## src/rtl/input_debouncer.sv

```systemverilog
// Synchronizes a raw async input and accepts a level change only after it holds for STABLE_CYCLES samples.
// Latency SYNC_STAGES + STABLE_CYCLES edges from din step to dout; no backpressure (free-running).
module input_debouncer #(
    parameter int STABLE_CYCLES = 16,
    parameter int SYNC_STAGES   = 2,
    parameter int RESET_LEVEL   = 0
) (
    input  logic clk,
    input  logic reset,
    input  logic din,
    output logic dout,
    output logic rise,
    output logic fall,
    output logic busy
);

    localparam int            CW      = $clog2(STABLE_CYCLES + 1);
    localparam logic          RST_LVL = (RESET_LEVEL != 0);
    localparam logic [CW-1:0] LAST    = CW'(STABLE_CYCLES - 1);
    localparam logic [CW-1:0] ONE     = CW'(1);

    typedef enum logic [1:0] {
        STABLE_LO,
        PEND_HI,
        STABLE_HI,
        PEND_LO
    } state_t;

    state_t                 state;
    state_t                 state_nxt;
    logic [CW-1:0]          cnt;
    logic [CW-1:0]          cnt_nxt;
    logic                   dout_nxt;
    logic                   rise_nxt;
    logic                   fall_nxt;
    logic [SYNC_STAGES-1:0] sync;
    logic                   s;

    always_ff @(posedge clk) begin
        if (reset) begin
            sync <= {SYNC_STAGES{RST_LVL}};
        end else begin
            sync <= {sync[SYNC_STAGES-2:0], din};
        end
    end

    assign s = sync[SYNC_STAGES-1];

    // A return to the old level wins over reaching the acceptance count.
    always_comb begin
        state_nxt = state;
        cnt_nxt   = cnt;
        dout_nxt  = dout;
        rise_nxt  = 1'b0;
        fall_nxt  = 1'b0;
        case (state)
            STABLE_LO: begin
                if (s) begin
                    state_nxt = PEND_HI;
                    cnt_nxt   = ONE;
                end else begin
                    cnt_nxt = '0;
                end
            end
            PEND_HI: begin
                if (!s) begin
                    state_nxt = STABLE_LO;
                    cnt_nxt   = '0;
                end else if (cnt == LAST) begin
                    state_nxt = STABLE_HI;
                    dout_nxt  = 1'b1;
                    rise_nxt  = 1'b1;
                    cnt_nxt   = '0;
                end else begin
                    cnt_nxt = cnt + ONE;
                end
            end
            STABLE_HI: begin
                if (!s) begin
                    state_nxt = PEND_LO;
                    cnt_nxt   = ONE;
                end else begin
                    cnt_nxt = '0;
                end
            end
            PEND_LO: begin
                if (s) begin
                    state_nxt = STABLE_HI;
                    cnt_nxt   = '0;
                end else if (cnt == LAST) begin
                    state_nxt = STABLE_LO;
                    dout_nxt  = 1'b0;
                    fall_nxt  = 1'b1;
                    cnt_nxt   = '0;
                end else begin
                    cnt_nxt = cnt + ONE;
                end
            end
            default: begin
                state_nxt = RST_LVL ? STABLE_HI : STABLE_LO;
                cnt_nxt   = '0;
            end
        endcase
    end

    always_ff @(posedge clk) begin
        if (reset) begin
            state <= RST_LVL ? STABLE_HI : STABLE_LO;
            cnt   <= '0;
            dout  <= RST_LVL;
            rise  <= 1'b0;
            fall  <= 1'b0;
        end else begin
            state <= state_nxt;
            cnt   <= cnt_nxt;
            dout  <= dout_nxt;
            rise  <= rise_nxt;
            fall  <= fall_nxt;
        end
    end

    assign busy = (state == PEND_HI) || (state == PEND_LO);

endmodule

```

## config.mk

```make
export PLATFORM = sky130hd
export DESIGN_NAME = input_debouncer
export DESIGN_NICKNAME = d
export VERILOG_FILES = /design/src/rtl/input_debouncer.sv
export SDC_FILE = /design/constraint.sdc
export NUM_CORES = 1
export LEC_CHECK = 0
export CORE_AREA = 3 3 40 42
export DETAILED_ROUTE_END_ITERATION = 8
export DIE_AREA = 0 0 43 45
export PLACE_DENSITY = 0.6
export SKIP_LAST_GASP = 1
export SYNTH_ARGS = -nofsm -noshare
export SYNTH_HDL_FRONTEND = slang
export SYNTH_SLANG_ARGS = --single-unit
```

## constraint.sdc

```tcl
create_clock -name clk -period 1.7 [get_ports clk]
set_input_delay 0.17 -clock clk [delete_from_list [all_inputs] [get_ports clk]]
set_output_delay 0.17 -clock clk [all_outputs]
set_load 0.05 [all_outputs]
```

==> run metrics <==
Bufs on Longest Clock Path 2; sequential area share after synthesis 52.9%; final setup skew 1.64 ps; Synth Cell Area about 450 µm²; Hold Vio Cnt, Final 0; CP cell instances clkdlybuf4s50_1; root buffer cell clkbuf_4; CTS tree built; layout cells sized above 1 17.3%; Startpoint Class register; starting density of the core 35.3%; drt first pass iters 5; status completed; synth unique cells 24; Syn Area/Cell 10.6 µm²; top cell type's share of synthesized area roughly 53%; CP max FO 2; Slew HR 67.0%; Multi-input gate area approximately 200 µm²; Slew Viols, Final 0; Place WS 318 ps; placeable core area 0.00128 mm²; Hold Path Class register to register; Crit. End Element output pin; antenna violations before repair 0; Post-DRT Antenna Nets 0; Synth area leaders dfxtp_1 (53%), xnor2_1 (3.9%), nand3_1 (3.3%); Util after Layout 43.3%; most frequent cell after synthesis dfxtp_1; Sequential Area 240 µm²; period utilization 91.4%; worst path arrival time 1380 ps; Max Cap Violations 0; Slowest-stage cell, CP clkdlybuf4s50_1; Iter 0 DRT Violations 5; H-Tree Depth 1; Setup Buffers After CTS 0; Top delay family on crit path buffers and inverters; port bufs 6; TritonCTS Buffers 3; Clock transition at path regs 70 ps; final WL just over 700 µm; Mapped Nets 47; clk_lat worst skew ~260 ps; # DRC 0; PwrDens 908 mW/mm²; RSZ-0062 raised after global routing no; largest net degree at the start of global routing 7; Core Rows 13; drt wl/cell 10.5 µm; clock sinks 12; Yosys top cell by area dfxtp_1; fmax 0.643 GHz; setup TNS 0 ps; total gr overflow 0; DIE WIDTH 43 µm; number of gates resized after cts 0; number of fill cells 128; die height roughly 45 µm; Final Net Count 58; routed via count ~340; DR vias/cell 5.01; Power Total 0.000506 W; # diodes 0; Synth Instances 43; routability congestion estimate 0.659; die area 0.00194 mm²; Synth Flop Type dfxtp_1; Final Critical Period 1550 ps; Worst Path Class, Setup register to output pin; first-pass GRT wire length 1150 µm; Worst-Margin Slew slightly below 500 ps; PnR worst setup slack 146 ps; HPWL after detailed placement roughly 520 µm; setup violators final 0; Syn. warnings 0; top post-synthesis cells by count dfxtp_1 (12), nand3_1 (3); static leakage about 0.19 nW; WP buf/inv 1; Layout area overhead 22.6%; Total Routing Usage GR 8.36%; WP data required 1530 ps; io pins 7; Critical Path Max Stage Delay 790 ps; async set-reset flop share out of synthesis 0%; number of hold buffers added after cts 0; Post-synth EDFFs 0; worst vdd ir about 0.00034 V; Yosys reg bits 12; number of global-route vias before repair between 200 and 300
[where the power goes]
part           internal (W)  switching (W)
logic             0.0000200      0.0000266
registers          0.000288     0.00000443
clock network     0.0000818      0.0000845
total              0.000390       0.000115
[per-layer routing]
layer | share of wire [%] | global-route usage [%] | wire, µm | vias up
met4 | 4.4 | 9.04 | 31 | 0
met1 | 49 | 10.2 | 346 | 145
met2 | 43 | 11.1 | 302 | 10
met5 | 0 | 0 | 0 | -
li1 | - | - | - | 176
met3 | 3.4 | 2.39 | 24 | 5
[kinds of logic (layout without fill, tap and decap cells)]
group | count (synthesis) | count (layout) | share of synthesized area [%]
xor+xnor | 3 | 3 | 5.79
fa+ha+maj | 1 | 1 | 2.75
flops | 12 | 12 | 52.9
simple gates | 17 | 17 | 25.6
buf+inv | 4 | 13 | 3.30
compound gates | 6 | 6 | 9.64
[sequential cells by signal, summed over array words and instances (netlist names), named ones only]
register and flops:
cnt 5, rise 1, state 1, sync 2
dout 1, fall 1
[cell usage in the layout (no fill, tap or decap), drive strengths merged, types with 2 or more instances in the layout]
cell type | synthesis | final
nor3 | 2 | 2
clkdlybuf4s50 | 0 | 5
a211oi | 2 | 2
nand3 | 3 | 3
xnor2 | 2 | 2
or3 | 3 | 3
dfxtp | 12 | 12
inv | 3 | 3
buf | 0 | 2
nor2b | 2 | 2
nor2 | 2 | 2
nor3b | 2 | 2
clkbuf | 1 | 3
[final timing paths]
path / start / end / slack [ps] / cells past startpoint
worst min register to register: sync[0] / sync[1] / 440 / 1
worst max-delay path: dout / dout / 150 / 1
worst max register to register: cnt[0] / dout / 300 / 4
worst min-delay path: sync[0] / sync[1] / 440 / 1
[cell type report]
type / instances / area share (%)
clock buffer: 3 / 4.04
inverter: 3 / 2.02
multi-input combinational: 27 / 35.7
sequential: 12 / 43.1
tap: 15 / 3.37
timing repair buffer: 7 / 11.7
[through the flow]
stage          area [µm²]  hold slack (ps)  instances
2_1_floorplan         454              239         43
3_3_place_gp          534              416         64
3_5_place_dp          534              427         64
4_1_cts               557              443         67
5_1_grt               557              460         67
6_report              557              438         67
Note: power is estimated with default switching activity, not from simulation.
==> patch 1, RTL diff (same settings) <==
Add an input register stage for `din`; this delays it by one clock. Comments in the files are not updated.
--- a/src/rtl/input_debouncer.sv
+++ b/src/rtl/input_debouncer.sv
@@ -26,6 +26,12 @@
         PEND_LO
     } state_t;
 
+    logic din_q;
+
+    always_ff @(posedge clk) begin
+        din_q <= din;
+    end
+
     state_t                 state;
     state_t                 state_nxt;
     logic [CW-1:0]          cnt;
@@ -40,7 +46,7 @@
         if (reset) begin
             sync <= {SYNC_STAGES{RST_LVL}};
         end else begin
-            sync <= {sync[SYNC_STAGES-2:0], din};
+            sync <= {sync[SYNC_STAGES-2:0], din_q};
         end
     end
 
Formal check against the unedited RTL: not equivalent (Yosys sat finds a counterexample within 4 cycles, from zero or initial values and one cycle with reset high).
==> patch 1 against the original RTL <==
Worst hold slack worse by 0.099 ns; setup slack lost 0.0084 ns; synthesized area increased by 4.4%; fmax decreased by 0.54%; cell area grew 2.0%; power up 9.1%; sequential cell count increased by 1; routed wire length increased by 7.5%.
==> patch 1: results (changes against the original RTL) <==
status: finished, final reports clean
sw power: 0.1292 mW (+12%)
met3 usage: 3.586% (+1.2 points)
sequential area share after synthesis: 54.88% (+2.0 points)
met2 routed WL: 299 um (-0.99%)
largest net degree at the start of global routing: 10 (+3)
post-synthesis adder-cell area fraction: 2.639% (-0.12 points)
asr flop ratio synth: 0% (unchanged)
Setup Fix Bufs, Post-CTS: 0 (unchanged)
reg2reg setup slack: 0.30 ns (about the same)
worst IR drop on VDD: 343.7 uV (+0.56%)
vias in the first global route: 313 (+13%)
slowest stage delay, CP: 0.79 ns (about the same)
first drt pass iteration count: 4 (-1)
worst slew pin tran: 0.4893 ns (-0.003535 ns)
final wirelength: 757 um (+7.5%)
met2 Use GR: 12.28% (+1.2 points)
# diodes: 0 (unchanged)
Top Layer Used: met4
Top Registers: cnt x5, sync x2
worst hold slack: 0.3396 ns (-0.09884 ns)
top post-synthesis cells by area: dfxtp_1 55%, xnor2_1 3.7%, nand3_1 3.2%
total number of vias: 336 (unchanged)
M1 WL: 398 um (+15%)
post_cts resized: 0 (unchanged)
Tot GR Track Use: 9.197% (+0.84 points)
cts bufs inserted: 3 (unchanged)
# nets final: 57 (-1.7%)
GR Util met1: 11.71% (+1.5 points)
Mapped Cells: 44 (+2.3%)
dpl cells: 63 (-1.6%)
CP Launch Point: dout$_SDFFE_PP0P_
Fillers: 132 (+3.1%)
Hold Path Class: input pin to register
share of cells above drive strength 1: 13.46% (-3.8 points)
Port Buf Inserts: 6 (unchanged)
worst reg2reg endpoint: dout$_SDFFE_PP0P_
clock transition at the registers of the reported paths: 0.08 ns
Max FO, Critical Path: 2 (unchanged)
xor and xnor area share after synthesis: 5.541% (-0.24 points)
Compound-Gate Fraction of Synth Area: 9.763% (+0.12 points)
mux cell area share after synthesis: 0% (unchanged)
clock latency on the worst-skew pair: 0.27 ns
met3 WL post-DR: 41 um (+71%)
cts hold-fix bufs: 0 (unchanged)
skew final: 0.001497 ns (-0.0001407 ns)
Crit path max-delay family: buffers and inverters
most instantiated cells after synthesis: 13 x dfxtp_1, 3 x inv_1, 3 x nand3_1
Setup CP Type: register to output pin
Detailed Place HPWL: 564 um (+7.9%)
gpl congestion: 0.7093 (+7.7%)
syn nets: 48 (+2.1%)
Pleak: 0.1900 nW (+2.5%)
Post-DP Area: 541.8 um2 (+1.4%)
Bufs on Longest Clock Path: 2 (unchanged)
first-pass GRT wire length: 1262 um (+10%)
worst r2r src: cnt[0]$_SDFF_PP0_
DR WL/cell: 11.30 um (+7.5%)
initial DRC count: 2 (-3)
## patch 1: changes by cell type after synthesis
cell,before,now
buf_2,0,1
dfxtp_1,12,13
inv_1,2,3
inv_2,1,0
nand3b_1,0,1
nand4b_1,1,0
o21ai_0,1,0
o31ai_1,0,1
or3_1,2,1
## patch 1: worst reg2reg max path, cell delays in order (launching register included)
cell	delay, ns
dfxtp_1	0.36
ha_1	0.21
and4b_1	0.35
nand3b_1	0.16
o311ai_1	0.24
## patch 1: how the worst min path moves through the flow
stage                       start                  to  depth (start not counted)
6_report                      din       din_q$_DFF_P_                          1
4_1_cts                       din       din_q$_DFF_P_                          1
2_1_floorplan                 din       din_q$_DFF_P_                          0
3_5_place_dp   sync[0]$_SDFF_PP0_  sync[1]$_SDFF_PP0_                          1
3_3_place_gp   sync[0]$_SDFF_PP0_  sync[1]$_SDFF_PP0_                          1
5_1_grt                       din       din_q$_DFF_P_                          1
## patch 1: per-stage QoR
stage | worst slack, ns | utilization (%) | power, mW
floorplan | 0.4016 | - | 0.3525
global placement | 0.2647 | 42.16 | 0.3700
detailed placement | 0.2719 | 42.16 | 0.3704
CTS | 0.1250 | 44.21 | 0.5558
global route | 0.09360 | 44.21 | 0.5768
finish | 0.1374 | 44.21 | 0.5516
## patch 1: power groups by stage
stage	clock, mW	combinational [mW]	sequential, mW
after floorplan	0	0.0150	0.338
after global placement	0	0.0453	0.325
after detailed placement	0	0.0453	0.325
after CTS	0.192	0.0456	0.318
after global routing	0.209	0.0481	0.320
final	0.188	0.0456	0.318
## patch 1: cell type report
cell class,count,area [um2],area share [%]
Clock buffer,4,26.28,4.626
Inverter,3,11.26,1.982
Multi-Input combinational cell,26,193.9,34.14
Sequential cell,13,260.3,45.82
Tap cell,15,18.77,3.304
Timing Repair Buffer,6,57.56,10.13
==> patch 2, RTL diff (same flow settings) <==
Made on the original files. The parameter `STABLE_CYCLES` goes from 16 to 32.
--- a/src/rtl/input_debouncer.sv
+++ b/src/rtl/input_debouncer.sv
@@ -1,7 +1,7 @@
 // Synchronizes a raw async input and accepts a level change only after it holds for STABLE_CYCLES samples.
 // Latency SYNC_STAGES + STABLE_CYCLES edges from din step to dout; no backpressure (free-running).
 module input_debouncer #(
-    parameter int STABLE_CYCLES = 16,
+    parameter int STABLE_CYCLES = 32,
     parameter int SYNC_STAGES   = 2,
     parameter int RESET_LEVEL   = 0
 ) (
Formal check against the unedited RTL: no difference found for any inputs over 10 cycles, from zero or initial values and one cycle with reset high; that may be too few to reach the edited logic, so the function may still have changed.
==> patch 2 against the original RTL <==
Synthesized area is 14% higher; power rose by 9.2%; routed wire length grew 26%; sequential cell count rose by 1; cell count increased by 15%; setup slack got worse by 0.058 ns; cell area rose by 12%; sequential power rose by 8.2%.
==> patch 2: results (changes against the original RTL) <==
status: finished, final reports clean
DR WL/cell: 11.53 um (+9.8%)
clock latency on the worst-skew pair: 0.28 ns (+0.02 ns)
share of cells above drive strength 1: 16.13% (-1.2 points)
largest net degree at the start of global routing: 8 (+1)
cts bufs inserted: 3 (unchanged)
worst slew pin tran: 0.4882 ns (-0.004704 ns)
Fillers: 133 (+3.9%)
asr flop ratio synth: 0% (unchanged)
vias in the first global route: 370 (+34%)
sequential area share after synthesis: 50.12% (-2.8 points)
CP Launch Point: dout$_SDFFE_PP0P_
first-pass GRT wire length: 1573 um (+37%)
Pleak: 0.2106 nW (+14%)
CTS root buf: clkbuf_4
reg2reg setup slack: 0.32 ns (+0.02 ns)
first drt pass iteration count: 3 (-2)
Critical Path AT: 1.44 ns (+0.06 ns)
post_cts resized: 0 (unchanged)
skew final: 0.004869 ns (+0.003231 ns)
initial DRC count: 4 (-1)
Detailed Place HPWL: 662.2 um (+27%)
Top FF cell, synth: dfxtp_1
# nets final: 67 (+16%)
clock transition at the registers of the reported paths: 0.08 ns
vias per cell: 5.143 (+2.6%)
Post-DP Area: 595.6 um2 (+11%)
gpl congestion: 0.7274 (+10%)
r2r worst-path depth: 4 (unchanged)
Tot GR Track Use: 11.73% (+3.4 points)
# diodes: 0 (unchanged)
synth unique cells: 26 (+8.3%)
Max FO, Critical Path: 3 (+1)
slowest stage delay, CP: 0.81 ns (+0.02 ns)
Crit path max-delay family: buffers and inverters
top post-synthesis cells by area: dfxtp_1 50%, a21oi_1 3.9%, xor2_1 3.4%
Setup Fix Bufs, Post-CTS: 0 (unchanged)
worst IR drop on VDD: 399.7 uV (+17%)
synth warn: 0 (unchanged)
worst reg2reg endpoint: dout$_SDFFE_PP0P_
htree depth: 1 (unchanged)
Bufs on Longest Clock Path: 2 (unchanged)
initial antenna violation count: 0 (unchanged)
Slowest cell on crit path: clkdlybuf4s50_1
Top Registers: cnt x6, sync x2
syn nets: 57 (+21%)
most instantiated cells after synthesis: 13 x dfxtp_1, 4 x a21oi_1, 3 x inv_1, 3 x nor2_1
Hold Path Class: input pin to register
## patch 2: cell types whose count changed after synthesis, sizes merged, moves of 2 or more
cell | unedited run | this run
a211oi | 2 | 0
nand2b | 0 | 2
or3 | 3 | 0
nor4 | 0 | 2
a21oi | 1 | 5
## patch 2: worst min-delay path by stage
| stage | startpoint | end | slack (ns) | cells past startpoint |
|---|---|---|---|---|
| after global routing | sync[0]$_SDFF_PP0_ | sync[1]$_SDFF_PP0_ | 0.45 | 1 |
| after detailed placement | sync[0]$_SDFF_PP0_ | sync[1]$_SDFF_PP0_ | 0.43 | 1 |
| after global placement | sync[0]$_SDFF_PP0_ | sync[1]$_SDFF_PP0_ | 0.42 | 1 |
| after floorplan | din | sync[0]$_SDFF_PP0_ | 0.30 | 1 |
| after CTS | din | sync[0]$_SDFF_PP0_ | 0.44 | 2 |
| final | din | sync[0]$_SDFF_PP0_ | 0.44 | 2 |
## patch 2: cell type report
| cell class | instances | area, um2 | area share, % |
|---|---|---|---|
| clock buffers | 4 | 26.28 | 4.225 |
| well taps | 15 | 18.77 | 3.018 |
| multi-input cells | 35 | 240.2 | 38.63 |
| inverters | 3 | 11.26 | 1.811 |
| repair buffers | 7 | 65.06 | 10.46 |
| flip-flops and latches | 13 | 260.3 | 41.85 |
## patch 2: logic make-up after synthesis
| family | share of synthesized area, % |
|---|---|
| AOI/OAI and AO/OA | 13.74 |
| DFF | 50.12 |
| and+or+nand+nor | 25.06 |
| adders and majority gates | 2.409 |
| xor gates and xnor gates | 5.061 |
| buffers and inverters | 3.615 |
## patch 2: power by group
part / total (mW) / switching, mW / internal, mW / leakage, nW
Clock: 0.190 / 0.0992 / 0.0910 / 0.0150
Combinational: 0.0445 / 0.0260 / 0.0185 / 0.0902
Sequential: 0.317 / 0.00569 / 0.312 / 0.105
## patch 2: stage by stage
stage	setup slack, ns	hold WS, ns	util (%)	power [mW]	std cells
after floorplan	0.4383	0.2982	-	0.3523	53
after global placement	0.3626	0.4174	46.35	0.3689	73
after detailed placement	0.3280	0.4276	46.35	0.3695	73
after CTS	0.07484	0.4403	48.39	0.5588	77
after global routing	0.04640	0.4538	48.39	0.5735	77
final	0.08728	0.4403	48.39	0.5522	77
## patch 2: per-layer routing
metal | vias up | GRT usage (%) | part of all wire, %
met2 | 8 | 15.57 | 41
met4 | 0 | 12.65 | 3.5
met3 | 4 | 3.586 | 4.6
li1 | 207 | - | -
met1 | 177 | 14.22 | 50
met5 | - | 0 | 0
